$ cat config.mk
export PLATFORM = sky130hd
export DESIGN_NAME = lcd_frame_arbiter
export DESIGN_NICKNAME = d
export VERILOG_FILES = /design/src/rtl/lcd_frame_arbiter.sv
export SDC_FILE = /design/constraint.sdc
export NUM_CORES = 1
export LEC_CHECK = 0
export ABC_AREA = 1
export CAP_MARGIN = 20
export CORE_AREA = 3 3 203 205
export CTS_BUF_LIST = sky130_fd_sc_hd__clkbuf_2
export DETAILED_ROUTE_END_ITERATION = 12
export DIE_AREA = 0 0 206 208
export PLACE_DENSITY = 0.75
export SLEW_MARGIN = 10
export SYNTH_ARGS = -nofsm -noshare
export SYNTH_HDL_FRONTEND = slang
export SYNTH_SLANG_ARGS = --single-unit
$ cat constraint.sdc
create_clock -name clk -period 2.2 [get_ports clk]
set_input_delay 0.44 -clock clk [delete_from_list [all_inputs] [get_ports clk]]
set_output_delay 0.44 -clock clk [all_outputs]
set_load 0.005 [all_outputs]
$ cat src/rtl/lcd_frame_arbiter.sv
// Frame-level controller for the character-LCD write path: runs the init sequence,
// then streams 2x16 frames from the time or msg source into the byte writer.
module lcd_frame_arbiter #(
    parameter int         CLR_WAIT  = 1000,
    parameter logic [7:0] ADDR_ROW1 = 8'h80,
    parameter logic [7:0] ADDR_ROW2 = 8'hC0
) (
    input  logic         clk,
    input  logic         rst,
    input  logic         time_req,
    input  logic [127:0] time_row1,
    input  logic [127:0] time_row2,
    output logic         time_done,
    input  logic         msg_req,
    input  logic [127:0] msg_row1,
    input  logic [127:0] msg_row2,
    output logic         msg_done,
    output logic         wr_valid,
    output logic         wr_rs,
    output logic [7:0]   wr_data,
    input  logic         wr_ready,
    output logic         init_done,
    output logic         busy,
    output logic         owner
);

    localparam int WW = (CLR_WAIT > 1) ? $clog2(CLR_WAIT) : 1;

    typedef enum logic [2:0] {
        S_INIT, S_CLR_HOLD, S_IDLE, S_ADDR1, S_ROW1, S_ADDR2, S_ROW2
    } state_t;

    state_t         state_q, state_d;
    logic [3:0]     cnt_q, cnt_d;
    logic [WW-1:0]  wait_q, wait_d;
    logic [127:0]   row1_q, row1_d, row2_q, row2_d;
    logic           owner_q, owner_d;
    logic           init_done_q, init_done_d;
    logic           time_done_q, time_done_d;
    logic           msg_done_q, msg_done_d;
    logic           wr_valid_q, wr_valid_d;
    logic           wr_rs_q, wr_rs_d;
    logic [7:0]     wr_data_q, wr_data_d;
    logic           acc;
    logic           grant_msg;

    function automatic logic [7:0] row_byte(input logic [127:0] r, input logic [3:0] i);
        logic [6:0] sh;
        sh = {~i, 3'b000};
        return r[sh +: 8];
    endfunction

    function automatic logic [7:0] init_cmd(input logic [1:0] i);
        case (i)
            2'd0:    return 8'h01;
            2'd1:    return 8'h38;
            2'd2:    return 8'h0C;
            default: return 8'h06;
        endcase
    endfunction

    assign acc = wr_valid_q && wr_ready;

    always_comb begin
        state_d     = state_q;
        cnt_d       = cnt_q;
        wait_d      = wait_q;
        row1_d      = row1_q;
        row2_d      = row2_q;
        owner_d     = owner_q;
        init_done_d = init_done_q;
        time_done_d = 1'b0;
        msg_done_d  = 1'b0;
        grant_msg   = 1'b0;
        case (state_q)
            S_INIT: if (acc) begin
                if (cnt_q == 4'd0) begin
                    state_d = S_CLR_HOLD;
                    wait_d  = '0;
                    cnt_d   = 4'd1;
                end else if (cnt_q == 4'd3) begin
                    state_d     = S_IDLE;
                    init_done_d = 1'b1;
                    cnt_d       = 4'd0;
                end else begin
                    cnt_d = cnt_q + 4'd1;
                end
            end
            S_CLR_HOLD: begin
                if (wait_q == WW'(CLR_WAIT - 1)) state_d = S_INIT;
                else                              wait_d  = wait_q + 1'b1;
            end
            S_IDLE: if (init_done_q && (time_req || msg_req)) begin
                // Contention alternates: msg wins unless the previous frame was msg.
                grant_msg = msg_req && !(time_req && owner_q);
                owner_d   = grant_msg;
                row1_d    = grant_msg ? msg_row1 : time_row1;
                row2_d    = grant_msg ? msg_row2 : time_row2;
                cnt_d     = 4'd0;
                state_d   = S_ADDR1;
            end
            S_ADDR1: if (acc) state_d = S_ROW1;
            S_ROW1: if (acc) begin
                cnt_d = cnt_q + 4'd1;
                if (cnt_q == 4'd15) state_d = S_ADDR2;
            end
            S_ADDR2: if (acc) state_d = S_ROW2;
            S_ROW2: if (acc) begin
                cnt_d = cnt_q + 4'd1;
                if (cnt_q == 4'd15) begin
                    state_d     = S_IDLE;
                    time_done_d = !owner_q;
                    msg_done_d  = owner_q;
                end
            end
            default: state_d = S_INIT;
        endcase
    end

    // Writer outputs are registered from the next state so they are clean out of reset.
    always_comb begin
        wr_valid_d = 1'b0;
        wr_rs_d    = 1'b0;
        wr_data_d  = 8'h00;
        case (state_d)
            S_INIT:  begin wr_valid_d = 1'b1; wr_data_d = init_cmd(cnt_d[1:0]); end
            S_ADDR1: begin wr_valid_d = 1'b1; wr_data_d = ADDR_ROW1; end
            S_ROW1:  begin wr_valid_d = 1'b1; wr_rs_d = 1'b1; wr_data_d = row_byte(row1_d, cnt_d); end
            S_ADDR2: begin wr_valid_d = 1'b1; wr_data_d = ADDR_ROW2; end
            S_ROW2:  begin wr_valid_d = 1'b1; wr_rs_d = 1'b1; wr_data_d = row_byte(row2_d, cnt_d); end
            default: ;
        endcase
    end

    always_ff @(posedge clk or negedge rst) begin
        if (!rst) begin
            state_q     <= S_INIT;
            cnt_q       <= 4'd0;
            wait_q      <= '0;
            row1_q      <= '0;
            row2_q      <= '0;
            owner_q     <= 1'b0;
            init_done_q <= 1'b0;
            time_done_q <= 1'b0;
            msg_done_q  <= 1'b0;
            wr_valid_q  <= 1'b0;
            wr_rs_q     <= 1'b0;
            wr_data_q   <= 8'h00;
        end else begin
            state_q     <= state_d;
            cnt_q       <= cnt_d;
            wait_q      <= wait_d;
            row1_q      <= row1_d;
            row2_q      <= row2_d;
            owner_q     <= owner_d;
            init_done_q <= init_done_d;
            time_done_q <= time_done_d;
            msg_done_q  <= msg_done_d;
            wr_valid_q  <= wr_valid_d;
            wr_rs_q     <= wr_rs_d;
            wr_data_q   <= wr_data_d;
        end
    end

    assign wr_valid  = wr_valid_q;
    assign wr_rs     = wr_rs_q;
    assign wr_data   = wr_data_q;
    assign time_done = time_done_q;
    assign msg_done  = msg_done_q;
    assign init_done = init_done_q;
    assign owner     = owner_q;
    assign busy      = (state_q == S_ADDR1) || (state_q == S_ROW1) ||
                       (state_q == S_ADDR2) || (state_q == S_ROW2);

endmodule

==> metrics.txt, run 1 <==
Syn Nets=2841; Yosys top cell by area=dfrtp_1; Gate Count Post-Synth=2317; drt drc=0; failing checks=setup timing; routability cong.=0.963; YS warnings=0; measured slew at the worst slew-check pin=0.586 ns; crit-path max cell delay=0.42 ns; die height=208 um; Clock transition at path regs=0.13 ns; Rel. slew slack=60.5%; fill count=2869; CTS max path bufs=3; area share of the largest cell type after synthesis=43.9%; CP endpoint kind=register; worst-path cell chain=buf_6 -> inv_8 -> nand3_4 -> nor2_4 -> buf_12 -> buf_16 -> buf_12 -> inv_16 -> bufbuf_16 -> nand2_1 -> o21ai_1 -> nand2_1 -> nand3_2 -> nand3_2 -> nand3_2 -> nand2_1 -> nand2_1 -> nand3_2 -> nand2_1; endpoint of the worst register-to-register path=wr_data[7]; Setup WS post-layout=-0.271 ns; clock sinks=287; sw frac=40.5%; post-synth cell types=33; PD cells=645 mW/mm^2; Comb pwr share=49.8%; Leakage=13.5 nW; initial core utilization=41.2%; CTS tree=built; status=finished, violations left; required time of the worst setup path=3.04 ns; FF+latch count, synth=287; max layer used=met5; R2R setup slack=-0.27 ns; Power, Total=18.6 mW; RSZ-0062 raised after global routing=yes; min cycle time layout=2.47 ns; total grt overflow=0; via count=21238; port bufs=531; sequential share of power=30.2%; Avg Inst Size Synth=7.05 um^2; I/O pins=532; vias in the first global route=21143; Detail Placement HPWL=56000 um; clock power share=20.0%; post-synthesis cell area=0.0163 mm^2; crit path launch type=register; HP Class=in2reg; Clock Latency Late Sink=1.02 ns; Max Freq=0.405 GHz; row count=73; Synth area leaders=dfrtp_1, nand2_1, nand3_1; Tcrit/Tclk final=112%; Setup crit start=state_q[0]; WL met3=8440 um; Crit-path slowest cell=dfrtp_1; max-cap violations=0; share of layout cells above drive strength 1=29.6%; # H-tree levels=3; Int Pwr=11.1 mW; initial antenna violation count=10; WHS Path Cells=3; Max Fanout on Critical Path=9; Setup-failing EPs final=10; final WL=86300 um; Hold Fails Final Rpt=0; Total GRT Usage=37.6%; antenna-violating nets left=0; Die ar.=0.0428 mm^2; CTS Buf Count=76; final core utilization=72.8%; First-pass DRT Iterations=6; Hold Path Sink=row1_q[117]; R2R Path Start=state_q[0]; Reg2Reg Depth=19; Worst Setup Path Type=reg2reg; worst vdd ir=0.537 mV; CP dominant cell by count=nand2_1; Critical Path AT=3.31 ns; WL met2=39300 um; Layout area overhead=76.5%; Die X=206 um; post-synthesis sequential area ratio=43.9%; fin nets=3670; WL/cell=23.1 um; pre-CTS WS=-1.05 ns; WL met1=31700 um; Detailed Route Iter0 Violations=2709; NetSw=7.53 mW; Core Area=0.0396 mm^2; first-pass GRT wire length=124000 um; Hold Startpoint=msg_row1[117]; Max Slew Vio Count=0; final clock skew=0.105 ns; Root Buffer=clkbuf_2; average via count per standard cell=5.69; largest net degree at the start of global routing=62
[metal layers]
| metal | vias up | track usage [%] |
|---|---|---|
| li1 | 9389 | - |
| met1 | 9980 | 46.5 |
| met2 | 1443 | 59.3 |
| met3 | 422 | 8.75 |
| met4 | 4 | 23.1 |
| met5 | - | 0 |
[metrics by stage]
stage	instance area [um^2]	cells	setup TNS, ns	hold slack [ns]
final	28900	3730	-2.05	0.0807
after global routing	28900	3730	-3.76	0.0489
after CTS	27600	3686	-1.97	0.0388
after detailed placement	24000	3443	-58.33	0.377
after global placement	24000	3443	-55.42	0.374
after floorplan	16300	2317	0	0.144
[what timing repair did]
item	in CTS	in global routing
pin swaps	168	179
cloned	34	6
hold endpoints to repair	261	0
endpoints found under the setup margin	24	19
setup buffers	79	42
hold buffers	3	0
gates resized for setup	422	267
[power groups by stage]
stage	combinational, mW	sequential, mW	clock (mW)
after floorplan	2.79	5.67	0
after global placement	6.43	5.70	0
after detailed placement	6.44	5.70	0
after CTS	8.24	5.60	3.72
after global routing	9.65	5.64	4.05
final	9.25	5.62	3.72
[synthesized netlist by cell type (all sizes together)]
master,instances
clkinv,1
nor2,209
a22oi,1
a21oi,14
clkbuf,69
nand3,415
a31oi,1
buf,108
o21ai,379
o211ai,30
inv,117
nor4,2
ha,7
nand4,1
o21bai,1
or2,22
a31o,5
a2111o,1
nor3,8
nand2,638
dfrtp,287
o2111ai,1
[worst max-delay path, delay by kind of cell, from the launching register on]
| family | cells | cell delay, ns |
|---|---|---|
| buf+inv | 7 | 0.93 |
| compound gates | 1 | 0.09 |
| flops | 1 | 0.42 |
| simple gates | 11 | 0.89 |
[placed cells by master, fill, tap and decap left out, types with 11 or more instances in the layout]
| cell type | instances |
|---|---|
| o21ai_1 | 139 |
| nand3_4 | 14 |
| dfrtp_1 | 287 |
| nor2_1 | 202 |
| or2_2 | 22 |
| inv_1 | 106 |
| o211ai_1 | 30 |
| buf_12 | 60 |
| clkbuf_2 | 109 |
| buf_6 | 47 |
| clkdlybuf4s50_1 | 515 |
| nand2_4 | 17 |
| buf_8 | 11 |
| clkinv_1 | 18 |
| nand2_2 | 71 |
| buf_16 | 29 |
| buf_4 | 236 |
| a21oi_1 | 12 |
| o21ai_0 | 147 |
| nand2_1 | 546 |
| nand3_1 | 221 |
| nand3_2 | 180 |
| o21ai_2 | 87 |
[how the worst max path moves through the flow]
stage                     slack, ns         end  cells after the start
final                         -0.27  wr_data[7]                     19
after global routing          -0.41  wr_data[1]                     19
after CTS                     -0.32        busy                      7
after detailed placement      -1.05  wr_data[7]                     17
after global placement        -1.06  wr_data[7]                     17
after floorplan                0.13   wait_q[8]                     15
[registers in the layout, indices dropped and copies added (netlist names)]
name	count
wr_valid	1
wr_rs	1
time_done	1
msg_done	1
row2_q	128
row1_q	128
init_done	1
owner	1
wait_q	10
state_q	3
wr_data	8
cnt_q	4
[cell families after synthesis]
group                      Yosys count  share of synthesized area (%)
AOI/OAI and AO/OA                  433                           14.0
buffers and inverters              295                           7.85
DFF                                287                           43.9
adders and majority gates            7                          0.536
and+or+nand+nor                   1295                           33.7
[area by class of cell]
cell class	instances	area (um^2)	share of cell area, %
well taps	525	657	2.28
repair buffers	926	10100	34.9
clock inverters	22	86.3	0.299
flip-flops and latches	287	7180	24.9
diodes	7	17.5	0.0607
inverters	118	482	1.67
multi-input cells	1735	9780	33.9
repair inverters	2	28.8	0.0997
clock buffers	108	541	1.87
No activity file was read; power rests on OpenSTA's default activity.
==> run 2: changes to the inputs <==
--- a/config.mk
+++ b/config.mk
@@ -9,7 +9,9 @@
 export CAP_MARGIN = 20
-export CORE_AREA = 3 3 203 205
+export CELL_PAD_IN_SITES_DETAIL_PLACEMENT = 0
+export CELL_PAD_IN_SITES_GLOBAL_PLACEMENT = 1
+export CORE_MARGIN = 3
+export CORE_UTILIZATION = 30
 export CTS_BUF_LIST = sky130_fd_sc_hd__clkbuf_2
 export DETAILED_ROUTE_END_ITERATION = 12
-export DIE_AREA = 0 0 206 208
-export PLACE_DENSITY = 0.75
+export PLACE_DENSITY_LB_ADDON = 0.1
 export SLEW_MARGIN = 10
==> constraint.sdc (replaced) <==
create_clock -name clk -period 2.2 [get_ports clk]
set_input_delay 0.33 -clock clk [delete_from_list [all_inputs] [get_ports clk]]
set_output_delay 0.33 -clock clk [all_outputs]
set_load 0.005 [all_outputs]
==> metrics.txt, run 2 (synthesis gave the netlist of run 1 again) <==
status=finished, violations left (unchanged); failing checks=setup timing (unchanged); First-pass DRT Iterations=6 (unchanged); row count=84 (was 73); Detailed Route Iter0 Violations=1736 (was 2709); Max Fanout on Critical Path=16 (was 9); measured slew at the worst slew-check pin=0.517 ns (was 0.586 ns); min cycle time layout=2.62 ns (was 2.47 ns); share of layout cells above drive strength 1=22.3% (was 29.6%); crit path launch type=register (unchanged); Setup WS post-layout=-0.415 ns (was -0.271 ns); CTS tree=built (unchanged); HP Class=in2reg (unchanged); max-cap violations=0 (unchanged); RSZ-0062 raised after global routing=yes (unchanged); Worst Setup Path Type=reg2reg (unchanged); Rel. slew slack=65.3% (was 60.5%); Layout area overhead=96.4% (was 76.5%); Total GRT Usage=31.8% (was 37.6%); fin nets=4087 (was 3670); Tcrit/Tclk final=119% (was 112%); Clock transition at path regs=0.11 ns (was 0.13 ns); Hold Slack=0.0797 ns (was 0.0807 ns); Die X=239 um (was 206 um); Die ar.=0.0573 mm^2 (was 0.0428 mm^2); WL/cell=22.0 um (was 23.1 um); port bufs=531 (unchanged); CTS Buf Count=83 (was 76); Hold Fails Final Rpt=0 (unchanged); CP endpoint kind=register (unchanged); fill count=4633 (was 2869); I/O pins=532 (unchanged); initial core utilization=30.7% (was 41.2%); WL met3=6070 um (was 8440 um); largest net degree at the start of global routing=64 (was 62); commonest non-fill, non-tap cell in the layout=nand2_1 (unchanged); final WL=95000 um (was 86300 um); total grt overflow=0 (unchanged); clock sinks=287 (unchanged); final clock skew=0.0557 ns (was 0.105 ns); first-pass GRT wire length=137000 um (was 124000 um); max layer used=met4 (was met5); Core Area=0.0532 mm^2 (was 0.0396 mm^2); Critical Path AT=3.54 ns (was 3.31 ns); antenna-violating nets left=0 (unchanged); drt drc=0 (unchanged); required time of the worst setup path=3.13 ns (was 3.04 ns); initial antenna violation count=10 (unchanged); WHS Path Cells=5 (was 3); Max Slew Vio Count=0 (unchanged); worst vdd ir=0.561 mV (was 0.537 mV); Leakage=15.1 nW (was 13.5 nW); DP Area=0.0245 mm^2 (was 0.0240 mm^2); # H-tree levels=3 (unchanged); die height=239 um (was 208 um); routability cong.=0.888 (was 0.963); WL met1=38900 um (was 31700 um); CTS max path bufs=3 (unchanged); Clock Latency Late Sink=1.03 ns (was 1.02 ns); WL met2=46100 um (was 39300 um); Max Freq=0.382 GHz (was 0.405 GHz); PD cells=593 mW/mm^2 (was 645 mW/mm^2); Detail Placement HPWL=62900 um (was 56000 um); commonest cells after routing, fill and taps aside=nand2_1, clkdlybuf4s50_1, dlygate4sd3_1, buf_4, nand3_1 (was nand2_1, clkdlybuf4s50_1, dfrtp_1, buf_4, nand3_1); Root Buffer=clkbuf_2 (unchanged); vias in the first global route=22855 (was 21143); average via count per standard cell=5.10 (was 5.69); Design Area, Final=0.0321 mm^2 (was 0.0289 mm^2); Reg2Reg Depth=16 (was 19); via count=22000 (was 21238); Setup-failing EPs final=16 (was 10); biggest regs=row1_q (128), row2_q (128), wait_q (10) (unchanged)
-- run 2: changes by cell type in the layout (fill, tap and decap cells not counted), sizes merged --
| cell | previous run | this run |
|---|---|---|
| dlygate4sd3 | 2 | 362 |
| dlymetal6s4s | 0 | 9 |
| clkdlybuf4s15 | 4 | 2 |
| bufinv | 0 | 2 |
| clkinv | 22 | 17 |
| buf | 385 | 427 |
| diode | 7 | 10 |
| clkbuf | 115 | 125 |
-- run 2: critical path, stage by stage (launching register included) --
cell and delay (ns):
dfrtp_1 0.44, inv_2 0.14, nand3_2 0.12, nor2_4 0.21, buf_12 0.18, inv_16 0.08, buf_16 0.17, buf_12 0.14
nand2_1 0.06, o21ai_1 0.09, buf_4 0.14, buf_4 0.12, buf_4 0.12, buf_4 0.11, buf_4 0.12, buf_4 0.12
buf_4 0.12
-- run 2: path summary, 6_finish.rpt --
| path | slack [ns] | startpoint | endpoint |
|---|---|---|---|
| max | -0.42 | state_q[0] | row1_q[41] |
| min | 0.08 | time_row1[114] | row1_q[114] |
| max reg2reg | -0.42 | state_q[0] | row1_q[41] |
| min reg2reg | 0.46 | wait_q[5] | wait_q[5] |
| max in group asynchronous | 1.24 | rst | row1_q[12] |
| min in group asynchronous | 0.51 | rst | row2_q[62] |
-- run 2: power breakdown --
part / internal, mW / switching, mW / leakage, nW
combinational: 4.34 / 4.95 / 10.5
clock: 1.62 / 2.48 / 0.546
sequential: 5.47 / 0.167 / 3.98
total: 11.4 / 7.59 / 15.1
-- run 2: layout make-up --
| type | instances | area [um^2] | share of cell area, % |
|---|---|---|---|
| repair buffers | 1338 | 13800 | 43.1 |
| multi-input cells | 1735 | 9020 | 28.1 |
| flip-flops and latches | 287 | 7190 | 22.4 |
| well taps | 688 | 861 | 2.68 |
| clock buffers | 115 | 576 | 1.79 |
| inverters | 118 | 464 | 1.45 |
| clock inverters | 21 | 133 | 0.413 |
| diodes | 10 | 25.0 | 0.0780 |
-- run 2: timing repair --
| item | 4_1_cts | 5_1_grt |
|---|---|---|
| resized for setup | 258 | 146 |
| setup endpoints to repair | 25 | 36 |
| setup buffers | 95 | 39 |
| pin swaps | 57 | 68 |
| endpoints found under the hold margin | 492 | 0 |
| gates cloned | 16 | 10 |
| hold buffers | 373 | 0 |
-- run 2: stage by stage --
stage          power, mW  TNS [ns]  util (%)  cells  setup slack [ns]
6_report            19.0     -3.98      60.4   4312            -0.415
5_1_grt             19.9     -5.89      60.4   4312            -0.467
4_1_cts             18.3     -3.27      58.3   4258            -0.389
3_5_place_dp        12.3    -12.02      46.0   3639            -0.998
3_3_place_gp        12.3    -10.38      46.0   3639            -0.931
2_1_floorplan       8.46         0         -   2317             0.132
-- run 2: layer usage --
metal	vias to the layer above	track usage, %
li1	10219	-
met1	10645	39.6
met3	213	5.66
met5	-	0
met4	0	13.0
met2	923	54.4
==> run 3: changes to the inputs <==
Settings changed: CTS_BUF_LIST sky130_fd_sc_hd__clkbuf_2 to sky130_fd_sc_hd__clkbuf_8.
==> metrics.txt, run 3 (synthesis gave the netlist of run 1 again) <==
PD cells=676 mW/mm^2 (was 593 mW/mm^2); Worst Setup Path Type=reg2reg (unchanged); Setup-failing EPs final=11 (was 16); First-pass DRT Iterations=5 (was 6); die height=239 um (unchanged); Layout area overhead=66.6% (was 96.4%); Comb pwr share=41.5% (was 48.8%); Setup crit start=state_q[2] (was state_q[0]); R2R Path Start=state_q[2] (was state_q[0]); Setup WS post-layout=-0.224 ns (was -0.415 ns); Clock Latency Late Sink=0.66 ns (was 1.03 ns); clock sinks=287 (unchanged); met2 GRT Util=48.8% (was 54.4%); status=finished, violations left (unchanged); Critical Path AT=2.95 ns (was 3.54 ns); Max Fanout on Critical Path=9 (was 16); Die X=239 um (unchanged); via count=19364 (was 22000); NetSw=6.82 mW (was 7.59 mW); CP endpoint kind=register (unchanged); commonest cells after routing, fill and taps aside=nand2_1, clkdlybuf4s50_1, nand3_1, dfrtp_1, buf_4 (was nand2_1, clkdlybuf4s50_1, dlygate4sd3_1, buf_4, nand3_1); fin nets=3588 (was 4087); Root Buffer=clkbuf_8 (was clkbuf_2); port bufs=531 (unchanged); failing checks=setup timing (unchanged); row count=84 (unchanged); initial antenna violation count=15 (was 10); measured slew at the worst slew-check pin=0.579 ns (was 0.517 ns); average via count per standard cell=5.10 (about the same); total grt overflow=0 (unchanged); sequential share of power=30.7% (was 29.6%); Max Slew Vio Count=0 (unchanged); Leakage=12.6 nW (was 15.1 nW); RSZ-0062 raised after global routing=yes (unchanged); Hold Slack=0.206 ns (was 0.0797 ns); Detailed Route Iter0 Violations=1485 (was 1736); HP Class=in2async (was in2reg); vias in the first global route=19774 (was 22855); register area=0.00718 mm^2 (was 0.00719 mm^2); Detail Placement HPWL=62900 um (unchanged); commonest non-fill, non-tap cell in the layout=nand2_1 (unchanged); biggest regs=row1_q (128), row2_q (128), wait_q (10) (unchanged); Rel. slew slack=61.4% (was 65.3%); Core Area=0.0532 mm^2 (unchanged); final core utilization=51.2% (was 60.4%); drt drc=0 (unchanged); required time of the worst setup path=2.73 ns (was 3.13 ns); pre-CTS WS=-0.998 ns (unchanged); Tcrit/Tclk final=110% (was 119%); CTS max path bufs=3 (unchanged); CTS tree=built (unchanged); Clock transition at path regs=0.07 ns (was 0.11 ns); met1 usage=36.9% (was 39.6%); sum of negative setup slack=-1.65 ns (was -3.98 ns); Total GRT Usage=29.0% (was 31.8%); Max Freq=0.413 GHz (was 0.382 GHz); first-pass GRT wire length=124000 um (was 137000 um); worst vdd ir=0.489 mV (was 0.561 mV); Multi-input gate area=0.00864 mm^2 (was 0.00902 mm^2); I/O pins=532 (unchanged); max-cap violations=0 (unchanged); Power, Total=18.4 mW (was 19.0 mW); final clock skew=0.0300 ns (was 0.0557 ns); WL/cell=22.5 um (was 22.0 um); largest net degree at the start of global routing=70 (was 64); Hold Fails Final Rpt=0 (unchanged); min cycle time layout=2.42 ns (was 2.62 ns); fill count=5119 (was 4633); final WL=85600 um (was 95000 um); # H-tree levels=2 (was 3); Die ar.=0.0573 mm^2 (unchanged); share of layout cells above drive strength 1=19.1% (was 22.3%); clock power share=27.8% (was 21.5%); met3 Usage GRT=5.58% (was 5.66%); antenna-violating nets left=0 (unchanged); Int Pwr=11.6 mW (was 11.4 mW); routability cong.=0.888 (unchanged); layer with the highest usage=met2 (unchanged); sw frac=37.1% (was 39.9%); crit path launch type=register (unchanged); initial core utilization=30.7% (unchanged); CTS Buf Count=52 (was 83)
## run 3: final timing paths
check | end | slack, ns | cells after the start
hold / removal | row2_q[44] | 0.21 | 2
hold reg to reg | wait_q[5] | 0.46 | 1
setup / recovery | wr_data[4] | -0.22 | 19
max in group asynchronous | row2_q[18] | 1.14 | 4
min in group clk | row1_q[111] | 0.33 | 3
setup reg to reg | wr_data[4] | -0.22 | 19
## run 3: power groups by stage
| stage | sequential, mW | combinational [mW] | clock, mW |
|---|---|---|---|
| 2_1_floorplan | 5.67 | 2.79 | 0 |
| 3_3_place_gp | 5.72 | 6.58 | 0 |
| 3_5_place_dp | 5.71 | 6.57 | 0 |
| 4_1_cts | 5.63 | 7.29 | 5.27 |
| 5_1_grt | 5.66 | 8.12 | 5.47 |
| 6_report | 5.64 | 7.63 | 5.12 |
## run 3: area by class of cell
class / count / share of cell area (%)
timing repair buffer: 870 / 33.1
antenna: 10 / 0.0919
clock buffer: 68 / 3.44
sequential: 287 / 26.4
inverter: 118 / 1.71
clock inverter: 23 / 0.349
tap: 688 / 3.16
multi-input combinational: 1735 / 31.7
## run 3: layer usage
| metal | routed length (um) | vias up |
|---|---|---|
| li1 | - | 9167 |
| met1 | 36000 | 9314 |
| met2 | 41000 | 708 |
| met3 | 5440 | 165 |
| met4 | 3130 | 10 |
| met5 | 57 | - |
## run 3: timing repair
| action | in CTS | in global routing |
|---|---|---|
| cloned | 12 | 3 |
| hold endpoints to repair | 46 | 0 |
| hold buffers | 1 | 0 |
| resized for setup | 159 | 71 |
| setup buffers | 34 | 10 |
| pin swaps | 32 | 25 |
| setup endpoints to repair | 11 | 18 |
## run 3: worst max-delay path, stage by stage, from the launching register on
cell and delay, ns:
dfrtp_2 0.41, inv_2 0.07, buf_6 0.12, nor2_4 0.14, nand2_2 0.09, nand2_2 0.08
o21ai_4 0.07, nand3_4 0.16, nand2_8 0.12, buf_12 0.17, buf_4 0.14, buf_12 0.13
nand2_2 0.06, nand3_1 0.09, nand3_2 0.11, nand3_2 0.12, nand2_1 0.09, nand2_1 0.05
nand3_1 0.07, nand2_1 0.05
## run 3: per-stage QoR
step	cells	area, um^2
finish	3799	27200
global route	3799	27200
CTS	3776	26800
detailed placement	3639	24500
global placement	3639	24500
floorplan	2317	16300
